`src/rtl/infix_to_postfix.sv`:
```
// Shunting-yard infix-to-postfix converter feeding the postfix evaluator.
// Buffers a whole expression, converts, then replays it as one gapless burst.
module infix_to_postfix #(
  parameter int DEPTH = 16,
  parameter int PTR_W = 5
) (
  input  logic       CLK,
  input  logic       RESET,
  input  logic       IN_VALID,
  input  logic [3:0] IN,
  input  logic       OP_MODE,
  output logic       OUT_VALID,
  output logic [3:0] OUT,
  output logic       OUT_MODE,
  output logic       BUSY,
  output logic       ERROR
);
  localparam int IDX_W = (DEPTH > 1) ? $clog2(DEPTH) : 1;
  localparam logic [PTR_W-1:0] FULL = PTR_W'(DEPTH);
  localparam logic [PTR_W-1:0] ONE = PTR_W'(1);
  localparam logic [3:0] C_ADD = 4'b0001;
  localparam logic [3:0] C_SUB = 4'b0010;
  localparam logic [3:0] C_MUL = 4'b0100;
  localparam logic [3:0] C_LP  = 4'b1000;
  localparam logic [3:0] C_RP  = 4'b1001;

  typedef enum logic [2:0] {
    IDLE, CAPTURE, CONVERT, FLUSH, EMIT
  } state_t;

  state_t state, state_n;

  logic [4:0] ibuf [DEPTH];
  logic [4:0] q    [DEPTH];
  logic [3:0] stk  [DEPTH];

  logic [PTR_W-1:0] in_cnt, rd, sp, q_cnt, q_rd;
  logic [PTR_W-1:0] sp_m1, wr_ptr;
  logic             ovf, last, is_op, top_pops;
  logic [4:0]       tok, q_din, q_out;
  logic [3:0]       top;
  logic buf_wr, ovf_set, adv, push, pop, q_wr, emit, err;

  function automatic logic [1:0] prec(input logic [3:0] c);
    return (c == C_MUL) ? 2'd2 : 2'd1;
  endfunction

  assign BUSY     = (state != IDLE);
  assign sp_m1    = sp - ONE;
  assign wr_ptr   = (state == IDLE) ? '0 : in_cnt;
  assign tok      = ibuf[rd[IDX_W-1:0]];
  assign top      = stk[sp_m1[IDX_W-1:0]];
  assign q_out    = q[q_rd[IDX_W-1:0]];
  assign last     = (rd == in_cnt - ONE);
  assign is_op    = (tok[3:0] == C_ADD) || (tok[3:0] == C_SUB) ||
                    (tok[3:0] == C_MUL);
  assign top_pops = (sp != '0) && (top != C_LP) &&
                    (prec(top) >= prec(tok[3:0]));

  always_ff @(posedge CLK or posedge RESET) begin
    if (RESET) state <= IDLE;
    else       state <= state_n;
  end

  always_comb begin
    state_n = state;
    buf_wr  = 1'b0;
    ovf_set = 1'b0;
    adv     = 1'b0;
    push    = 1'b0;
    pop     = 1'b0;
    q_wr    = 1'b0;
    q_din   = tok;
    emit    = 1'b0;
    err     = 1'b0;
    unique case (state)
      IDLE: begin
        if (IN_VALID) begin
          buf_wr  = 1'b1;
          state_n = CAPTURE;
        end
      end
      CAPTURE: begin
        if (IN_VALID) begin
          if (in_cnt == FULL) ovf_set = 1'b1;
          else                buf_wr  = 1'b1;
        end else if (ovf) begin
          err = 1'b1;
        end else begin
          state_n = CONVERT;
        end
      end
      CONVERT: begin
        if (!tok[4]) begin
          q_wr = 1'b1;
          adv  = 1'b1;
        end else if (tok[3:0] == C_LP) begin
          push = 1'b1;
          adv  = 1'b1;
        end else if (tok[3:0] == C_RP) begin
          if (sp == '0) begin
            err = 1'b1;
          end else if (top == C_LP) begin
            pop = 1'b1;
            adv = 1'b1;
          end else begin
            pop   = 1'b1;
            q_wr  = 1'b1;
            q_din = {1'b1, top};
          end
        end else if (is_op) begin
          if (top_pops) begin
            pop   = 1'b1;
            q_wr  = 1'b1;
            q_din = {1'b1, top};
          end else begin
            push = 1'b1;
            adv  = 1'b1;
          end
        end else begin
          adv = 1'b1;
        end
        if (adv && last) state_n = FLUSH;
      end
      FLUSH: begin
        if (sp == '0) begin
          if (q_cnt == '0) err = 1'b1;
          else             state_n = EMIT;
        end else if (top == C_LP) begin
          err = 1'b1;
        end else begin
          pop   = 1'b1;
          q_wr  = 1'b1;
          q_din = {1'b1, top};
        end
      end
      EMIT: begin
        if (q_rd == q_cnt) state_n = IDLE;
        else               emit    = 1'b1;
      end
      default: state_n = IDLE;
    endcase
    if (err) state_n = IDLE;
  end

  // Storage arrays carry no reset; pointers alone define their contents.
  always_ff @(posedge CLK) begin
    if (buf_wr) ibuf[wr_ptr[IDX_W-1:0]] <= {OP_MODE, IN};
    if (push)   stk[sp[IDX_W-1:0]]      <= tok[3:0];
    if (q_wr)   q[q_cnt[IDX_W-1:0]]     <= q_din;
  end

  always_ff @(posedge CLK or posedge RESET) begin
    if (RESET) begin
      in_cnt    <= '0;
      rd        <= '0;
      sp        <= '0;
      q_cnt     <= '0;
      q_rd      <= '0;
      ovf       <= 1'b0;
      OUT_VALID <= 1'b0;
      OUT       <= '0;
      OUT_MODE  <= 1'b0;
      ERROR     <= 1'b0;
    end else begin
      ERROR     <= err;
      OUT_VALID <= emit;
      OUT       <= emit ? q_out[3:0] : 4'd0;
      OUT_MODE  <= emit & q_out[4];
      if (err) begin
        in_cnt <= '0;
        rd     <= '0;
        sp     <= '0;
        q_cnt  <= '0;
        q_rd   <= '0;
        ovf    <= 1'b0;
      end else begin
        if (state == IDLE) begin
          rd    <= '0;
          sp    <= '0;
          q_cnt <= '0;
          q_rd  <= '0;
          ovf   <= 1'b0;
        end
        if (buf_wr)  in_cnt <= wr_ptr + ONE;
        if (ovf_set) ovf    <= 1'b1;
        if (adv)     rd     <= rd + ONE;
        if (push)     sp <= sp + ONE;
        else if (pop) sp <= sp_m1;
        if (q_wr) q_cnt <= q_cnt + ONE;
        if (emit) q_rd  <= q_rd + ONE;
      end
    end
  end
endmodule

```
`config.mk`:
```
export PLATFORM = sky130hd
export DESIGN_NAME = infix_to_postfix
export DESIGN_NICKNAME = d
export VERILOG_FILES = /design/src/rtl/infix_to_postfix.sv
export SDC_FILE = /design/constraint.sdc
export NUM_CORES = 1
export LEC_CHECK = 0
export BUFFER_PORTS_ARGS = -buffer_cell sky130_fd_sc_hd__buf_4
export CAP_MARGIN = 20
export CELL_PAD_IN_SITES_DETAIL_PLACEMENT = 0
export CELL_PAD_IN_SITES_GLOBAL_PLACEMENT = 1
export CORE_ASPECT_RATIO = 0.75
export CORE_MARGIN = 2
export CORE_UTILIZATION = 50
export CTS_CLUSTER_DIAMETER = 200
export DETAILED_ROUTE_END_ITERATION = 8
export GPL_ROUTABILITY_DRIVEN = 0
export GPL_TIMING_DRIVEN = 0
export HOLD_SLACK_MARGIN = 0.05
export PLACE_DENSITY = 0.72
export SYNTH_ARGS = -nofsm -noshare
export SYNTH_HDL_FRONTEND = slang
export SYNTH_SLANG_ARGS = --single-unit
```
`constraint.sdc`:
```
create_clock -name CLK -period 5.3 [get_ports CLK]
set_input_delay 1.59 -clock CLK [delete_from_list [all_inputs] [get_ports CLK]]
set_output_delay 1.59 -clock CLK [all_outputs]
set_load 0.02 [all_outputs]
```
==> out/qor.json <==
{
  "setup_tns": {"value": 0, "unit": "ns"},
  "slew_headroom": {"value": 41.4, "unit": "%"},
  "period_utilisation_layout": {"value": 93.1, "unit": "%"},
  "clock_insertion_delay_worst_skew": {"value": 0.53, "unit": "ns"},
  "die-area": {"value": 24500, "unit": "µm²"},
  "timing_worst_slew_pin_value": {"value": 0.873, "unit": "ns"},
  "outcome": {"value": "complete, no violations"},
  "flow.area_growth_from_synthesis": {"value": 12.2, "unit": "%"},
  "n_antenna_cell": {"value": 0},
  "irDropWorstVdd": {"value": 0.302, "unit": "mV"},
  "ys_dominant_reg_cell": {"value": "sky130_fd_sc_hd__edfxtp_1"},
  "totalWireLength": {"value": 25.4, "unit": "mm"},
  "synthesis.instances": {"value": 745},
  "synth.yosys.seq_area_share": {"value": 65.6, "unit": "%"},
  "antenna_left": {"value": 0},
  "path_class": {"value": "reg2reg"},
  "fin_nets": {"value": 817},
  "multiInputGateArea": {"value": 3730, "unit": "µm²"},
  "leading_cell_types_in_the_layout_fill_and_taps_excluded": {"value": "224 x sky130_fd_sc_hd__edfxtp_1, 59 x sky130_fd_sc_hd__nor2_1, 52 x sky130_fd_sc_hd__mux4_2"},
  "number_of_setup_violations_in_the_final_report": {"value": 0},
  "vias_per_cell": {"value": 6.02},
  "placedCellCount": {"value": 1063},
  "grt_usage": {"value": 21.0, "unit": "%"},
  "hold_viol_final": {"value": 0},
  "ys.warnings.count": {"value": 0},
  "drtPass1Iterations": {"value": 5},
  "post_synth_main_area_contributors": {"value": "sky130_fd_sc_hd__edfxtp_1 58%, sky130_fd_sc_hd__mux4_2 10%, sky130_fd_sc_hd__dfrtp_1 7.7%, sky130_fd_sc_hd__mux2i_1 2.8%, sky130_fd_sc_hd__nor2_1 1.9%"},
  "route.vias.total": {"value": 6697},
  "finalCriticalPeriod": {"value": 4.93, "unit": "ns"},
  "globalRoute.totalOverflow": {"value": 0},
  "drive_above_1_share": {"value": 18.8, "unit": "%"},
  "setup_repair_after_global_routing_missed_its_margin": {"value": "no"},
  "finish.utilization": {"value": 56.8, "unit": "%"},
  "synth_top_area_cell": {"value": "sky130_fd_sc_hd__edfxtp_1"},
  "numPortBuffers": {"value": 15},
  "placementRows": {"value": 48},
  "postSynthNetCount": {"value": 769},
  "most_common_cell_after_layout_fill_and_taps_aside": {"value": "sky130_fd_sc_hd__edfxtp_1"},
  "synth_enable_flop_cells": {"value": 224},
  "initial_core_util": {"value": 50.7, "unit": "%"},
  "clock_transition_at_the_registers_of_the_reported_paths": {"value": 0.07, "unit": "ns"},
  "critPathRequiredTime": {"value": 5.46, "unit": "ns"},
  "min_path_type": {"value": "reg2reg"},
  "powerDensity": {"value": 607, "unit": "nW/µm²"},
  "ctsRootBufferMaster": {"value": "sky130_fd_sc_hd__clkbuf_16"},
  "critical_path_arrival": {"value": 5.10, "unit": "ns"},
  "cts_inserted_buffers": {"value": 26},
  "die_height": {"value": 136, "unit": "µm"},
  "first_global_vias": {"value": 6686},
  "postSynthAreaPerCell": {"value": 15.6, "unit": "µm²"},
  "max_clock_freq": {"value": 203, "unit": "MHz"},
  "clock_path_buffers": {"value": 3},
  "tritoncts": {"value": "built"},
  "global_route_wire_length_before_repair": {"value": 39.3, "unit": "mm"},
  "synth_top_area_share": {"value": 57.9, "unit": "%"},
  "worstPathMaxFanout": {"value": 10},
  "wl_per_cell": {"value": 22.8, "unit": "µm"},
  "startpoint_type": {"value": "register"},
  "die_width": {"value": 180, "unit": "µm"},
  "dp_hpwl": {"value": 17.8, "unit": "mm"},
  "fillers": {"value": 1791},
  "tritoncts_num_sinks": {"value": 260},
  "post_layout_nonfiller_instances": {"value": 1113},
  "initialDrtViolationCount": {"value": 680},
  "slew_viol_final": {"value": 0},
  "antenna_found_initial": {"value": 0},
  "nature_of_the_critical_path_endpoint": {"value": "register"},
  "max-cap-violations": {"value": 0},
  "ys_async_sr_fraction": {"value": 13.8, "unit": "%"},
  "floorplan.core_area": {"value": 22900, "unit": "µm²"},
  "synth.cell_area": {"value": 11600, "unit": "µm²"},
  "total_leakage_power": {"value": 4.63, "unit": "nW"},
  "pin_count_of_the_biggest_net_entering_global_routing": {"value": 37},
  "yosys.cell_types.count": {"value": 75},
  "ys_ff_latch": {"value": 260},
  "route.detailed.drc": {"value": 0},
  "max_clock_skew": {"value": 0.0119, "unit": "ns"},
  "clock_tree.htree_level_count": {"value": 1},
  "regArea": {"value": 7630, "unit": "µm²"},
  "io_pins": {"value": 16}
}
==> per-stage QoR <==
step | setup slack, ns | hold slack [ns] | total power, mW | cell area [µm²]
detailed placement | -0.200 | 0.538 | 6.01 | 12100
CTS | 0.125 | 0.556 | 7.91 | 13000
finish | 0.367 | 0.560 | 7.92 | 13000
global route | 0.0939 | 0.593 | 8.28 | 13000
floorplan | 0.965 | 0.495 | 5.08 | 11600
global placement | -0.425 | 0.528 | 5.88 | 12100
==> state kept, by name, summed over array words and instances, names as in the netlist <==
name       flops
ERROR          1
OUT            4
q             80
rd             5
OUT_MODE       1
ibuf          80
sp             5
in_cnt         5
q_cnt          5
ovf            1
state          3
q_rd           5
OUT_VALID      1
stk           64
==> where the power goes <==
group	total, mW	leakage [nW]	internal, mW	switching, mW
Clock	1.88	0.428	1.12	0.755
Combinational	3.13	1.70	1.12	2.01
Sequential	2.91	2.50	2.82	0.0902
==> final cells by class <==
| cell class | count | share of cell area (%) |
|---|---|---|
| inverter | 22 | 0.633 |
| tap | 300 | 2.88 |
| clock inverter | 9 | 0.912 |
| clock buffer | 39 | 5.76 |
| multi-input combinational | 428 | 28.6 |
| timing repair buffer | 20 | 1.14 |
| buffer | 35 | 1.58 |
| sequential | 260 | 58.5 |
==> cells by family (layout without fill, tap and decap cells) <==
family / count (synthesis) / in the layout / synth area share (%)
XOR/XNOR: 19 / 19 / 1.50
buffers and inverters: 57 / 125 / 2.48
AO/OA/AOI/OAI: 106 / 106 / 7.05
AND/OR/NAND/NOR: 201 / 201 / 8.62
flip-flops: 260 / 260 / 65.6
adder cells (fa/ha/maj): 16 / 16 / 1.72
multiplexers: 86 / 86 / 13.0
==> worst max-delay path: stages (launching register included) <==
cell and delay, ns:
sky130_fd_sc_hd__dfrtp_1 0.38, sky130_fd_sc_hd__buf_2 0.24, sky130_fd_sc_hd__buf_6 0.23, sky130_fd_sc_hd__inv_1 0.12, sky130_fd_sc_hd__ha_1 0.34, sky130_fd_sc_hd__clkbuf_2 0.31, sky130_fd_sc_hd__mux4_2 0.36, sky130_fd_sc_hd__mux2i_1 0.27
sky130_fd_sc_hd__and3_1 0.23, sky130_fd_sc_hd__o221ai_1 0.22, sky130_fd_sc_hd__o21a_1 0.32, sky130_fd_sc_hd__buf_2 0.22, sky130_fd_sc_hd__a22o_1 0.29, sky130_fd_sc_hd__o22ai_2 0.34, sky130_fd_sc_hd__nand2_1 0.24, sky130_fd_sc_hd__nor2_1 0.45
==> Yosys cell counts (5+ instances only) <==
cell,instances
sky130_fd_sc_hd__ha_1,16
sky130_fd_sc_hd__inv_1,21
sky130_fd_sc_hd__mux2i_1,32
sky130_fd_sc_hd__nor2b_1,14
sky130_fd_sc_hd__nand2_1,44
sky130_fd_sc_hd__clkbuf_1,15
sky130_fd_sc_hd__mux4_2,52
sky130_fd_sc_hd__nand3_1,21
sky130_fd_sc_hd__xnor2_1,9
sky130_fd_sc_hd__a21oi_1,10
sky130_fd_sc_hd__a221oi_1,6
sky130_fd_sc_hd__o21ai_0,24
sky130_fd_sc_hd__and2_1,9
sky130_fd_sc_hd__buf_2,10
sky130_fd_sc_hd__a22oi_1,5
sky130_fd_sc_hd__nand4_1,5
sky130_fd_sc_hd__edfxtp_1,224
sky130_fd_sc_hd__and3_1,26
sky130_fd_sc_hd__xor2_1,9
sky130_fd_sc_hd__dfrtp_1,36
sky130_fd_sc_hd__nor2_1,59
sky130_fd_sc_hd__o21a_1,5
==> per-layer routing <==
layer	track usage [%]	up-vias	wire length, µm
li1	-	3022	-
met1	32.0	3441	12100
met2	32.4	200	11400
met3	3.40	34	1440
met4	4.35	0	414
met5	0	-	0
==> path summary, 6_finish.rpt <==
| kind | to | start | slack (ns) | cells past startpoint |
|---|---|---|---|---|
| hold / removal | ovf | ovf | 0.56 | 2 |
| hold reg to reg | ovf | ovf | 0.56 | 2 |
| setup / recovery | stk[9][1] | sp[0] | 0.37 | 15 |
| setup reg to reg | stk[9][1] | sp[0] | 0.37 | 15 |
| max in group asynchronous | ERROR | RESET | 3.49 | 2 |
| min in group asynchronous | OUT[2] | RESET | 1.25 | 2 |
==> what timing repair did <==
item	in CTS	in global routing
endpoints found under the hold margin	0	0
setup buffers	2	0
resized for setup	1	3
pin swaps	1	0
hold buffers	0	0
endpoints found under the setup margin	76	60
(Power assumes the default switching activity.)
